### config.mk
export PLATFORM = sky130hd
export DESIGN_NAME = bitstream_word_loader
export DESIGN_NICKNAME = d
export VERILOG_FILES = /design/src/rtl/bitstream_word_loader.sv
export SDC_FILE = /design/constraint.sdc
export NUM_CORES = 1
export LEC_CHECK = 0
export ABC_CLOCK_PERIOD_IN_PS = 2500
export CORE_ASPECT_RATIO = 1.4
export CORE_UTILIZATION = 30
export CTS_BUF_LIST = sky130_fd_sc_hd__clkbuf_4 sky130_fd_sc_hd__clkbuf_8 sky130_fd_sc_hd__clkbuf_16
export DETAILED_ROUTE_END_ITERATION = 6
export PLACE_DENSITY = 0.55
export SYNTH_ARGS = -nofsm -noshare
export SYNTH_HDL_FRONTEND = slang
export SYNTH_SLANG_ARGS = --single-unit
export TNS_END_PERCENT = 10
### constraint.sdc
create_clock -name CLK -period 2.5 [get_ports CLK]
set_input_delay 0.25 -clock CLK [delete_from_list [all_inputs] [get_ports CLK]]
set_output_delay 0.25 -clock CLK [all_outputs]
set_load 0.01 [all_outputs]
### src/rtl/bitstream_word_loader.sv
// bitstream_word_loader
// Collects an incoming byte stream MSB-first into 32-bit configuration words
// and hands each word to the fabric with a fixed setup / strobe / gap sequence.
// A load is started with a byte count. It ends in DONE after the last word is
// written, or returns to IDLE on abort or when the start is rejected.
module bitstream_word_loader #(
   parameter int MAX_BYTES = 21140,
   parameter int SETUP_CYC = 2,
   parameter int GAP_CYC   = 2
) (
   input  logic        CLK,
   input  logic        resetn,
   input  logic        start,
   input  logic [15:0] total_bytes,
   input  logic        abort,
   input  logic [7:0]  byte_data,
   input  logic        byte_valid,
   output logic        byte_ready,
   output logic [31:0] SelfWriteData,
   output logic        SelfWriteStrobe,
   output logic        busy,
   output logic        done,
   output logic        err
);

   typedef enum logic [2:0] {
      S_IDLE    = 3'd0,
      S_COLLECT = 3'd1,
      S_SETUP   = 3'd2,
      S_STROBE  = 3'd3,
      S_GAP     = 3'd4,
      S_DONE    = 3'd5
   } state_t;

   // Last timer value of each timed phase. A zero-length phase is skipped.
   localparam logic [15:0] SETUP_LAST = 16'(SETUP_CYC - 1);
   localparam logic [15:0] GAP_LAST   = 16'(GAP_CYC - 1);
   localparam logic [16:0] MAX_LEN    = 17'(MAX_BYTES);
   localparam bit          SETUP_NONE = (SETUP_CYC == 0);
   localparam bit          GAP_NONE   = (GAP_CYC == 0);

   state_t      state_q;
   logic [15:0] words_total_q;   // words to write in this load (total_bytes / 4)
   logic [15:0] byte_cnt_q;      // bytes accepted in this load
   logic [15:0] word_cnt_q;      // words already handed to the fabric
   logic [15:0] timer_q;         // cycle counter for SETUP and GAP
   logic [31:0] word_q;          // word under assembly
   logic [31:0] data_q;          // word presented on SelfWriteData
   logic        ready_q;
   logic        strobe_q;
   logic        busy_q;
   logic        done_q;
   logic        err_q;

   logic [31:0] word_d;
   logic [15:0] byte_cnt_d;
   logic        accept;
   logic        word_full;
   logic        len_ok;
   logic        last_word;

   // Byte handshake, start-length check and next assembly word
   always_comb begin
      accept     = byte_valid & ready_q;
      word_d     = {word_q[23:0], byte_data};
      byte_cnt_d = byte_cnt_q + 16'd1;
      word_full  = (byte_cnt_q[1:0] == 2'b11);
      len_ok     = (total_bytes != 16'd0) && (total_bytes[1:0] == 2'b00) &&
                   ({1'b0, total_bytes} <= MAX_LEN);
      last_word  = (word_cnt_q == words_total_q);
   end

   // Control FSM with registered outputs; abort overrides every other event
   always_ff @(posedge CLK or negedge resetn) begin
      if (!resetn) begin
         state_q       <= S_IDLE;
         words_total_q <= 16'd0;
         byte_cnt_q    <= 16'd0;
         word_cnt_q    <= 16'd0;
         timer_q       <= 16'd0;
         word_q        <= 32'd0;
         data_q        <= 32'd0;
         ready_q       <= 1'b0;
         strobe_q      <= 1'b0;
         busy_q        <= 1'b0;
         done_q        <= 1'b0;
         err_q         <= 1'b0;
      end else if (abort) begin
         // Abort only acts while a load is running; SelfWriteData is kept
         if (busy_q) begin
            state_q    <= S_IDLE;
            byte_cnt_q <= 16'd0;
            timer_q    <= 16'd0;
            word_q     <= 32'd0;
            ready_q    <= 1'b0;
            strobe_q   <= 1'b0;
            busy_q     <= 1'b0;
            done_q     <= 1'b0;
            err_q      <= 1'b0;
         end
      end else begin
         unique case (state_q)
            S_IDLE, S_DONE: begin
               if (start) begin
                  if (len_ok) begin
                     state_q       <= S_COLLECT;
                     words_total_q <= {2'b00, total_bytes[15:2]};
                     byte_cnt_q    <= 16'd0;
                     word_cnt_q    <= 16'd0;
                     timer_q       <= 16'd0;
                     word_q        <= 32'd0;
                     ready_q       <= 1'b1;
                     busy_q        <= 1'b1;
                     done_q        <= 1'b0;
                     err_q         <= 1'b0;
                  end else begin
                     state_q <= S_IDLE;
                     ready_q <= 1'b0;
                     busy_q  <= 1'b0;
                     done_q  <= 1'b0;
                     err_q   <= 1'b1;
                  end
               end
            end
            S_COLLECT: begin
               if (accept) begin
                  word_q     <= word_d;
                  byte_cnt_q <= byte_cnt_d;
                  if (word_full) begin
                     // Word complete: present it now, strobe after the setup time
                     data_q     <= word_d;
                     word_cnt_q <= word_cnt_q + 16'd1;
                     ready_q    <= 1'b0;
                     timer_q    <= 16'd0;
                     if (SETUP_NONE) begin
                        state_q  <= S_STROBE;
                        strobe_q <= 1'b1;
                     end else begin
                        state_q <= S_SETUP;
                     end
                  end
               end
            end
            S_SETUP: begin
               if (timer_q == SETUP_LAST) begin
                  state_q  <= S_STROBE;
                  strobe_q <= 1'b1;
                  timer_q  <= 16'd0;
               end else begin
                  timer_q <= timer_q + 16'd1;
               end
            end
            S_STROBE: begin
               strobe_q <= 1'b0;
               timer_q  <= 16'd0;
               if (!GAP_NONE) begin
                  state_q <= S_GAP;
               end else if (last_word) begin
                  state_q <= S_DONE;
                  busy_q  <= 1'b0;
                  done_q  <= 1'b1;
               end else begin
                  state_q <= S_COLLECT;
                  ready_q <= 1'b1;
               end
            end
            S_GAP: begin
               if (timer_q == GAP_LAST) begin
                  timer_q <= 16'd0;
                  if (last_word) begin
                     state_q <= S_DONE;
                     busy_q  <= 1'b0;
                     done_q  <= 1'b1;
                  end else begin
                     state_q <= S_COLLECT;
                     ready_q <= 1'b1;
                  end
               end else begin
                  timer_q <= timer_q + 16'd1;
               end
            end
            default: begin
               state_q  <= S_IDLE;
               ready_q  <= 1'b0;
               strobe_q <= 1'b0;
               busy_q   <= 1'b0;
            end
         endcase
      end
   end

   assign byte_ready      = ready_q;
   assign SelfWriteData   = data_q;
   assign SelfWriteStrobe = strobe_q;
   assign busy            = busy_q;
   assign done            = done_q;
   assign err             = err_q;

endmodule

# --- Word-level counts from Yosys, hierarchy flattened ---
# Cells that the tools add are included.
totals:
  out_inout_bits: 37
  latchBits: 0
  n_memories: 0
  inputBits: 29
  mem_bits_rw: 0
  reg_bits: 126
  mem_bits_ro: 0
op_classes:
  n_eq_ne: 24
  div_mod_pow: 0
  mul: 0
  n_mux: 55
  n_addsub: 3
  reduce_logical: 27
  bitwise_logic: 2
  shift: 0
  magnitude_cmp: 1
ops:
  columns: ["cell", "count"]
  rows:
  - ["two-way mux 16 bit", 11]
  - ["two-way mux 24 bit", 5]
  - ["case mux 16 bit (2 select lines)", 2]
  - ["case mux 16 bit (4 select lines)", 1]
  - ["adder 16 x 1 -> 16 bit (second input constant)", 3]
  - ["case mux 24 bit (2 select lines)", 1]
  - ["two-way mux 3 bit", 8]
  - ["inequality test 3 bit (second input constant)", 8]
  - ["two-way mux 1 bit", 22]
  - ["AND reduction 6 bit", 3]
  - ["equality test 16 x 1 -> 1 bit (second input constant)", 1]
  - ["equality test 16 x 14 -> 1 bit", 1]
  - ["less-or-equal comparator 16 x 15 -> 1 bit (second input constant)", 1]
  - ["nonzero test 16 bit", 1]
  - ["case mux 3 bit (5 select lines)", 1]
  - ["AND reduction 4 bit", 3]
  - ["AND reduction 5 bit", 2]
  - ["inequality test 2 x 1 -> 1 bit (second input constant)", 4]
  - ["inequality test 2 bit (second input constant)", 4]
  - ["AND reduction 7 bit", 1]
  - ["equality test 3 x 2 -> 1 bit (second input constant)", 2]
  - ["equality test 3 bit (second input constant)", 2]
  - ["AND reduction 3 bit", 2]
  - ["nonzero test 2 bit", 3]
  - ["other kinds (15)", 20]

# --- Longest topological paths before layout ---
# Gate-level depths: netlist of the first run.
depth:
  depth_word: 7
  ltp_mapped: 10
  mapped_depth_nobuf: 8

# --- Worst setup path before layout of the first run ---
# Ideal clock, no wire load.
synth_path:
  kind: "register -> register"
  start: "reg state_q[2]"
  end: "reg word_cnt_q[15]"
  required_ns: 2.379
  period_less_slack_ns: 2.062
  arrival_time_ns: 1.941
  n_path_buf: 1
  path_stages_with_launch: 8
  path_slack_ns: 0.438
  setup_time_ns: 0.121
  path_cell_list: "dfrtp_1 > clkbuf_1 > or4b_1 > nor2_1 > nand4_1 > nor2_1 > xnor2_1 > nor2_1"
synth_between:
  elab_chain_len: 4
  word_cells_on_any_way: 11
  cone_classes: "6 x eq/ne; 1 x mux; 4 x reduce/logical"
synth_rtl:
  columns: ["item", "line", "rtl"]
  rows:
  - ["from (decl)", "42", "state_t state_q;"]
  - ["from (signal assigned)", "76", "state_q <= S_IDLE;"]
  - ["from (signal assigned)", "91", "state_q <= S_IDLE;"]
  - ["from (signal assigned)", "106", "state_q <= S_COLLECT;"]
  - ["equality test 3 bit or logical NOT 3 bit (tied branches)", "102", "unique case (state_q)"]
  - ["OR reduction 2 bit", "102", null]
  - ["inequality test 2 bit (no source line) or nonzero test 2 bit (tied branches)", null, null]
  - ["AND reduction 6 bit (no source line)", null, null]
  - ["to (signal assigned)", "132", "word_cnt_q <= word_cnt_q + 16'd1;"]
  - ["to (decl)", "45", "logic [15:0] word_cnt_q;"]
# Parallel ways exist; a longest one is shown, timed or not.
# A chain may end at the register's enable or synchronous reset.

# --- Worst setup path in the final report of the first run ---
layout_path:
  start: "in total_bytes[14]"
  end: "reg words_total_q[9]"
layout_between:
  elab_chain_len: 4
  word_cells_on_any_way: 5
  cone_classes: "1 x order compare; 4 x reduce/logical"
layout_rtl:
  columns: ["item", "line", "rtl"]
  rows:
  - ["from (decl)", "14", "input logic [15:0] total_bytes,"]
  - ["branches (longest 2 deep; another with less-or-equal comparator 16 x 15 -> 1 bit)", null, null]
  - ["logical AND 1 bit *", "68", "len_ok = (total_bytes != 16'd0) && (total_bytes[1:0] == 2'b00) &&"]
  - ["AND reduction 4 bit (no source line) *", null, null]
  - ["to (signal assigned)", "107", "words_total_q <= {2'b00, total_bytes[15:2]};"]
  - ["to (decl)", "43", "logic [15:0] words_total_q;"]
# Every way passes the cells marked *.

==> results_dict.tcl, run 1 <==
set metrics [dict create \
    cp-end-kind "register" \
    p_total_mw 4.63 \
    via_per_inst 4.96 \
    holdPathEnd "SelfWriteData[2]" \
    r2r-start "state_q[1]" \
    grt-ovfl-total 0 \
    drt-wirelength-per-cell_microns 15.1 \
    critPathSlowestCell "clkdlybuf4s50_1" \
    cp_data_arrival_time_ns 2.44 \
    finish.instance_area_sq_um 6780 \
    layout-drive-gt1-share_pct 10.0 \
    reg2reg_slack_ns 0.35 \
    die_y_microns 161 \
    antennaDiodeCount 0 \
    crit_type "primary input to register" \
    initial_core_util_pct 30.9 \
    cts-buffers-inserted 9 \
    cts_max_path_buffers 2 \
    grt_pass1_vias 4664 \
    ys.flop_type "dfrtp_1" \
    fin_skew_ns 0.0102 \
    finalHoldViolations 0 \
    yosys_warnings 0 \
    slew_viol_final 0 \
    io_pins 66 \
    synth_most_common_cell "nand2_1" \
    peakVddDrop_v 0.000364 \
    setup_viol 0 \
    yosys.area.top_type "dfrtp_1" \
    final_util_pct 38.7 \
    cts.sinks 112 \
    root_buffer "clkbuf_16" \
    syn_area_sq_um 5420 \
    clock_latency_ns 0.35 \
    ant_nets 0 \
    placed_cell_area_sq_um 6490 \
    n_fill_cell 1805 \
    synth_cell_type_count 50 \
    row_count 57 \
    cp.required_ns 2.74 \
    coreArea_sq_um 17500 \
    pwr_density_cell_nw_per_um2 683 \
    ff2ff_path_depth 6 \
    whs_ns 0.466 \
    finalNetCount 695 \
    ys_seq_area_share_pct 51.7 \
    drv_cap 0 \
    vias 4483 \
    cts_tree "yes" \
    area_delta_synth_final_pct 25.1 \
    drtIter0Drc 267 \
    grt_usage_pct 15.8 \
    post-cts-setup-buffer-count 0 \
    grt_pass1_wl_microns 23200 \
    dp.final_hpwl_microns 9990 \
    cp_cell_sequence "clkdlybuf4s50_1 > a2111oi_2 > o21ai_1 > a41o_1 > or2_1 > nor2_1 > buf_4 > mux2_2" \
    antenna_found_initial 0 \
    grt_setup_unrepaired "no" \
    synthTopCellsByCount "146 x nand2_1, 112 x dfrtp_1, 58 x nor2_1" \
    outcome "finished clean" \
    drt-pass1-iter-count 4 \
    hold_depth 3 \
    synth_area_leaders "dfrtp_1 52%, nand2_1 10%, nor2_1 4.0%" \
    grt_max_degree 51 \
    hold_start "byte_data[2]" \
    worstReg2RegEnd "word_cnt_q[9]" \
    fp.dieArea_sq_um 18600 \
    hp-class "primary input to register" \
    critPathMaxStageDelay_ns 0.44 \
    synthCells 587 \
    synth_nets 620 \
    synth.ff_latch_count 112 \
    finalCritPeriodShare_pct 88.0 \
    max_clock_freq_mhz 454 \
    path_clk_slew_ns 0.08 \
    place_congestion 0.904 \
    die_w_microns 116 \
    yosysTopAreaCellShare_pct 51.7 \
    ctsHtreeMaxLevel 3 \
    syn_area_per_cell_sq_um 9.24 \
    drt_wl_total_microns 13700 \
    fin_crit_ns 2.20 \
    critPathLaunchType "primary input" \
    relSlewSlack_pct 54.3 \
    synth-async-reset-ratio_pct 100 \
    io_buffers 65 \
    drc_errors 0 \
    worstMarginPinSlew_ns 0.686 \
    synth_edf_count 0 \
    crit_path_max_fanout 14 \
    leakagePower_nw 3.22 \
]
cells in the final DEF (no fill, tap or decap), types with 12 or more instances in the layout:
master             n
nand2_1          146
nor2_1            57
o21ai_0           22
a21oi_1           12
buf_4             28
mux2_2            14
nand3_1           13
o31ai_1           17
nor3_1            13
xnor2_1           16
a21o_1            27
dfrtp_1          112
clkdlybuf4s50_1   64
cells by family after synthesis:
logic type               after synthesis  share of synthesized area [%]
AO/OA/AOI/OAI                        112                           14.0
XOR/XNOR                              24                           3.88
adder cells (fa/ha/maj)                4                          0.923
buffers and inverters                 38                           3.30
flip-flops                           112                           51.7
multiplexers                          18                           3.65
AND/OR/NAND/NOR                      279                           22.6
state kept, by name, indices dropped and copies added, names as in the netlist:
| register | count |
|---|---|
| SelfWriteStrobe | 1 |
| done | 1 |
| word_q | 24 |
| SelfWriteData | 32 |
| words_total_q | 14 |
| timer_q | 16 |
| byte_ready | 1 |
| err | 1 |
| word_cnt_q | 16 |
| state_q | 3 |
| busy | 1 |
| byte_cnt_q | 2 |
worst max-delay path: cells and delay by family:
| kind | cells | cell delay (ns) |
|---|---|---|
| muxes | 1 | 0.36 |
| and+or+nand+nor | 2 | 0.41 |
| AOI/OAI and AO/OA | 3 | 0.74 |
| buffers and inverters | 2 | 0.66 |
power by group:
group          total, mW  switching, mW  internal (mW)
clock               1.40          0.689          0.709
sequential          2.17          0.186           1.98
combinational       1.07          0.567          0.500
total               4.63           1.44           3.19
what timing repair did:
item / 4_1_cts / 5_1_grt
hold endpoints to repair: 47 / 0
resized for setup: 0 / 0
hold buffers: 1 / 0
routing by layer:
metal	GRT usage (%)	share of wire (%)	wire, microns
met5	0	0	0
met4	8.22	3.0	415
met3	1.84	2.9	401
met2	27.2	52	7080
met1	19.2	42	5770
worst max path at each step:
| stage | startpoint | end | cells past startpoint |
|---|---|---|---|
| after floorplan | state_q[2] | word_cnt_q[15] | 7 |
| after global placement | total_bytes[14] | words_total_q[4] | 8 |
| after detailed placement | total_bytes[14] | words_total_q[9] | 8 |
| after CTS | total_bytes[14] | words_total_q[9] | 8 |
| after global routing | total_bytes[14] | word_cnt_q[12] | 7 |
| final | total_bytes[14] | words_total_q[9] | 8 |
per-stage QoR:
step | TNS [ns] | instances | setup slack (ns)
6_report | 0 | 903 | 0.299
5_1_grt | 0 | 903 | 0.0958
4_1_cts | 0 | 903 | 0.272
3_5_place_dp | -3.88 | 886 | -0.103
3_3_place_gp | -1.69 | 886 | -0.0487
2_1_floorplan | 0 | 587 | 0.438
area by class of cell:
cell class,count,area (sq um),area share [%]
clock buffers,11,240,3.54
clock inverters,5,41.3,0.609
inverters,6,22.5,0.332
multi-input cells,437,2460,36.3
flip-flops and latches,112,2800,41.3
well taps,236,295,4.35
repair buffers,96,921,13.6
Power figures use the tool's default switching activity.
==> run 2: changes to the inputs <==
CAP_MARGIN = 20   (was unset)
==> results of run 2 <==
No change in the layout: final DEF, timing and power equal those of run 1.
==> run 3: changes to the inputs <==
CORE_UTILIZATION = 55   (was 30)
PLACE_DENSITY = 0.86   (was 0.55)
SKIP_LAST_GASP = 1   (was unset)
==> results_dict.tcl, run 3 (synthesis gave the netlist of run 1 again) <==
set metrics [dict create \
    finalCritPeriodShare_pct 92.9 \
    setup_tns_ns 0 \
    cts.sinks 112 \
    met3_length_microns 461 \
    final_common_cell "nand2_1" \
    grt_max_degree 51 \
    critPathLaunchType "register" \
    fin_crit_ns 2.32 \
    critPathSlowestCell "or4b_1" \
    setup_viol 0 \
    clock_latency_ns 0.36 \
    drt-pass1-iter-count 5 \
    area_delta_synth_final_pct 23.0 \
    ant_nets 0 \
    cts_tree "yes" \
    netSwitchingFraction_pct 31.5 \
    drv_cap 0 \
    place_ws_ns -0.102 \
    fin_skew_ns 0.0117 \
    layout-drive-gt1-share_pct 10.2 \
    grt_pass1_vias 4557 \
    final_util_pct 70.1 \
    io_buffers 65 \
    fp.dieArea_sq_um 10300 \
    cp_cell_sequence "or4b_1 > nor2_2 > nand4_1 > nor2_1 > xnor2_1 > nor2_1" \
    largest_register_ffs 32 \
    drt_wl_total_microns 13000 \
    cp-end-kind "register" \
    coreArea_sq_um 9510 \
    antennaDiodeCount 0 \
    initial_core_util_pct 57.0 \
    relSlewSlack_pct 52.9 \
    cts_max_path_buffers 2 \
    path_clk_slew_ns 0.08 \
    finalHoldViolations 0 \
    cp_common_cell "nor2_1" \
    row_count 42 \
    pwr_density_cell_nw_per_um2 696 \
    critPathMaxStageDelay_ns 0.66 \
    met2WireLength_microns 6820 \
    drc_errors 0 \
    dr.max_layer_used "met4" \
    path_buf_inv 0 \
    cp_top_family "simple AND/OR/NAND/NOR gates" \
    p_clk_share_pct 30.7 \
    cts-buffers-inserted 9 \
    ctsResizeCount 0 \
    worstMarginPinSlew_ns 0.701 \
    whs_ns 0.454 \
    grt_setup_unrepaired "no" \
    met1_length_microns 5410 \
    antenna_found_initial 0 \
    die_y_microns 119 \
    layout_common_cells "146 x nand2_1, 112 x dfrtp_1, 64 x clkdlybuf4s50_1" \
    dp.final_hpwl_microns 9400 \
    p_switching_mw 1.46 \
    pwr-share-comb_pct 22.5 \
    crit_path_max_fanout 14 \
    cp_data_arrival_time_ns 2.56 \
    grt_usage_pct 27.4 \
    cp.required_ns 2.74 \
    seqPwrFrac_pct 46.8 \
    io_pins 66 \
    outcome "finished clean" \
    die_w_microns 85.9 \
    grt-ovfl-total 0 \
    vias 4511 \
    drtIter0Drc 351 \
    ctsHtreeMaxLevel 3 \
    root_buffer "clkbuf_16" \
    place_congestion 0.881 \
    grt_pass1_wl_microns 22000 \
    slew_viol_final 0 \
    hp-class "primary input to async pin" \
    drt-wirelength-per-cell_microns 16.3 \
    crit_type "register to register" \
    leakagePower_nw 3.23 \
    peakVddDrop_v 0.000386 \
    max_clock_freq_mhz 430 \
    setup_slack_ns 0.176 \
    p_int_mw 3.18 \
    finalNetCount 696 \
    via_per_inst 5.64 \
]
[run 3: layout make-up]
type | instances | area [sq um]
Clock inverter | 7 | 70.1
Inverter | 6 | 22.5
Timing Repair Buffer | 97 | 928
Tap cell | 132 | 165
Fill cell | 739 | 2840
Clock buffer | 9 | 225
Multi-Input combinational cell | 437 | 2460
Sequential cell | 112 | 2800
[run 3: power by group through the flow]
stage | logic (mW) | registers (mW) | clock network (mW)
6_report | 1.05 | 2.17 | 1.42
4_1_cts | 1.05 | 2.17 | 1.44
3_5_place_dp | 1.04 | 2.20 | 0
2_1_floorplan | 0.681 | 2.14 | 0
3_3_place_gp | 1.00 | 2.20 | 0
5_1_grt | 1.15 | 2.19 | 1.51
[run 3: per-stage QoR]
step,total power [mW],area [sq um],std cells
4_1_cts,4.66,6670,800
3_3_place_gp,3.20,6360,783
6_report,4.64,6670,800
2_1_floorplan,2.82,5420,587
5_1_grt,4.85,6670,800
3_5_place_dp,3.24,6360,783
[run 3: final timing paths]
check,from,to,slack [ns],cells after the start
hold / removal,resetn,words_total_q[7],0.45,2
min in group CLK,byte_data[5],SelfWriteData[5],0.47,3
setup / recovery,state_q[2],word_cnt_q[11],0.18,6
max in group asynchronous,resetn,timer_q[3],1.29,3
hold reg to reg,SelfWriteData[23],SelfWriteData[23],0.48,2
setup reg to reg,state_q[2],word_cnt_q[11],0.18,6
[run 3: layer usage]
| metal | up-vias | GRT usage [%] |
|---|---|---|
| met1 | 2176 | 34.0 |
| met3 | 30 | 3.40 |
| met2 | 118 | 46.3 |
| met5 | - | 0 |
| met4 | 0 | 14.2 |
| li1 | 2187 | - |
[run 3: worst register-to-register path, delay by kind of cell (launching register included)]
family        cells  cell delay (ns)
xor+xnor          1             0.15
flops             1             0.57
simple gates      5             1.50
[run 3: what timing repair did]
item | in CTS | in global routing
endpoints found under the hold margin | 46 | 0
buffers inserted | 0 | 0
hold buffers | 1 | 0
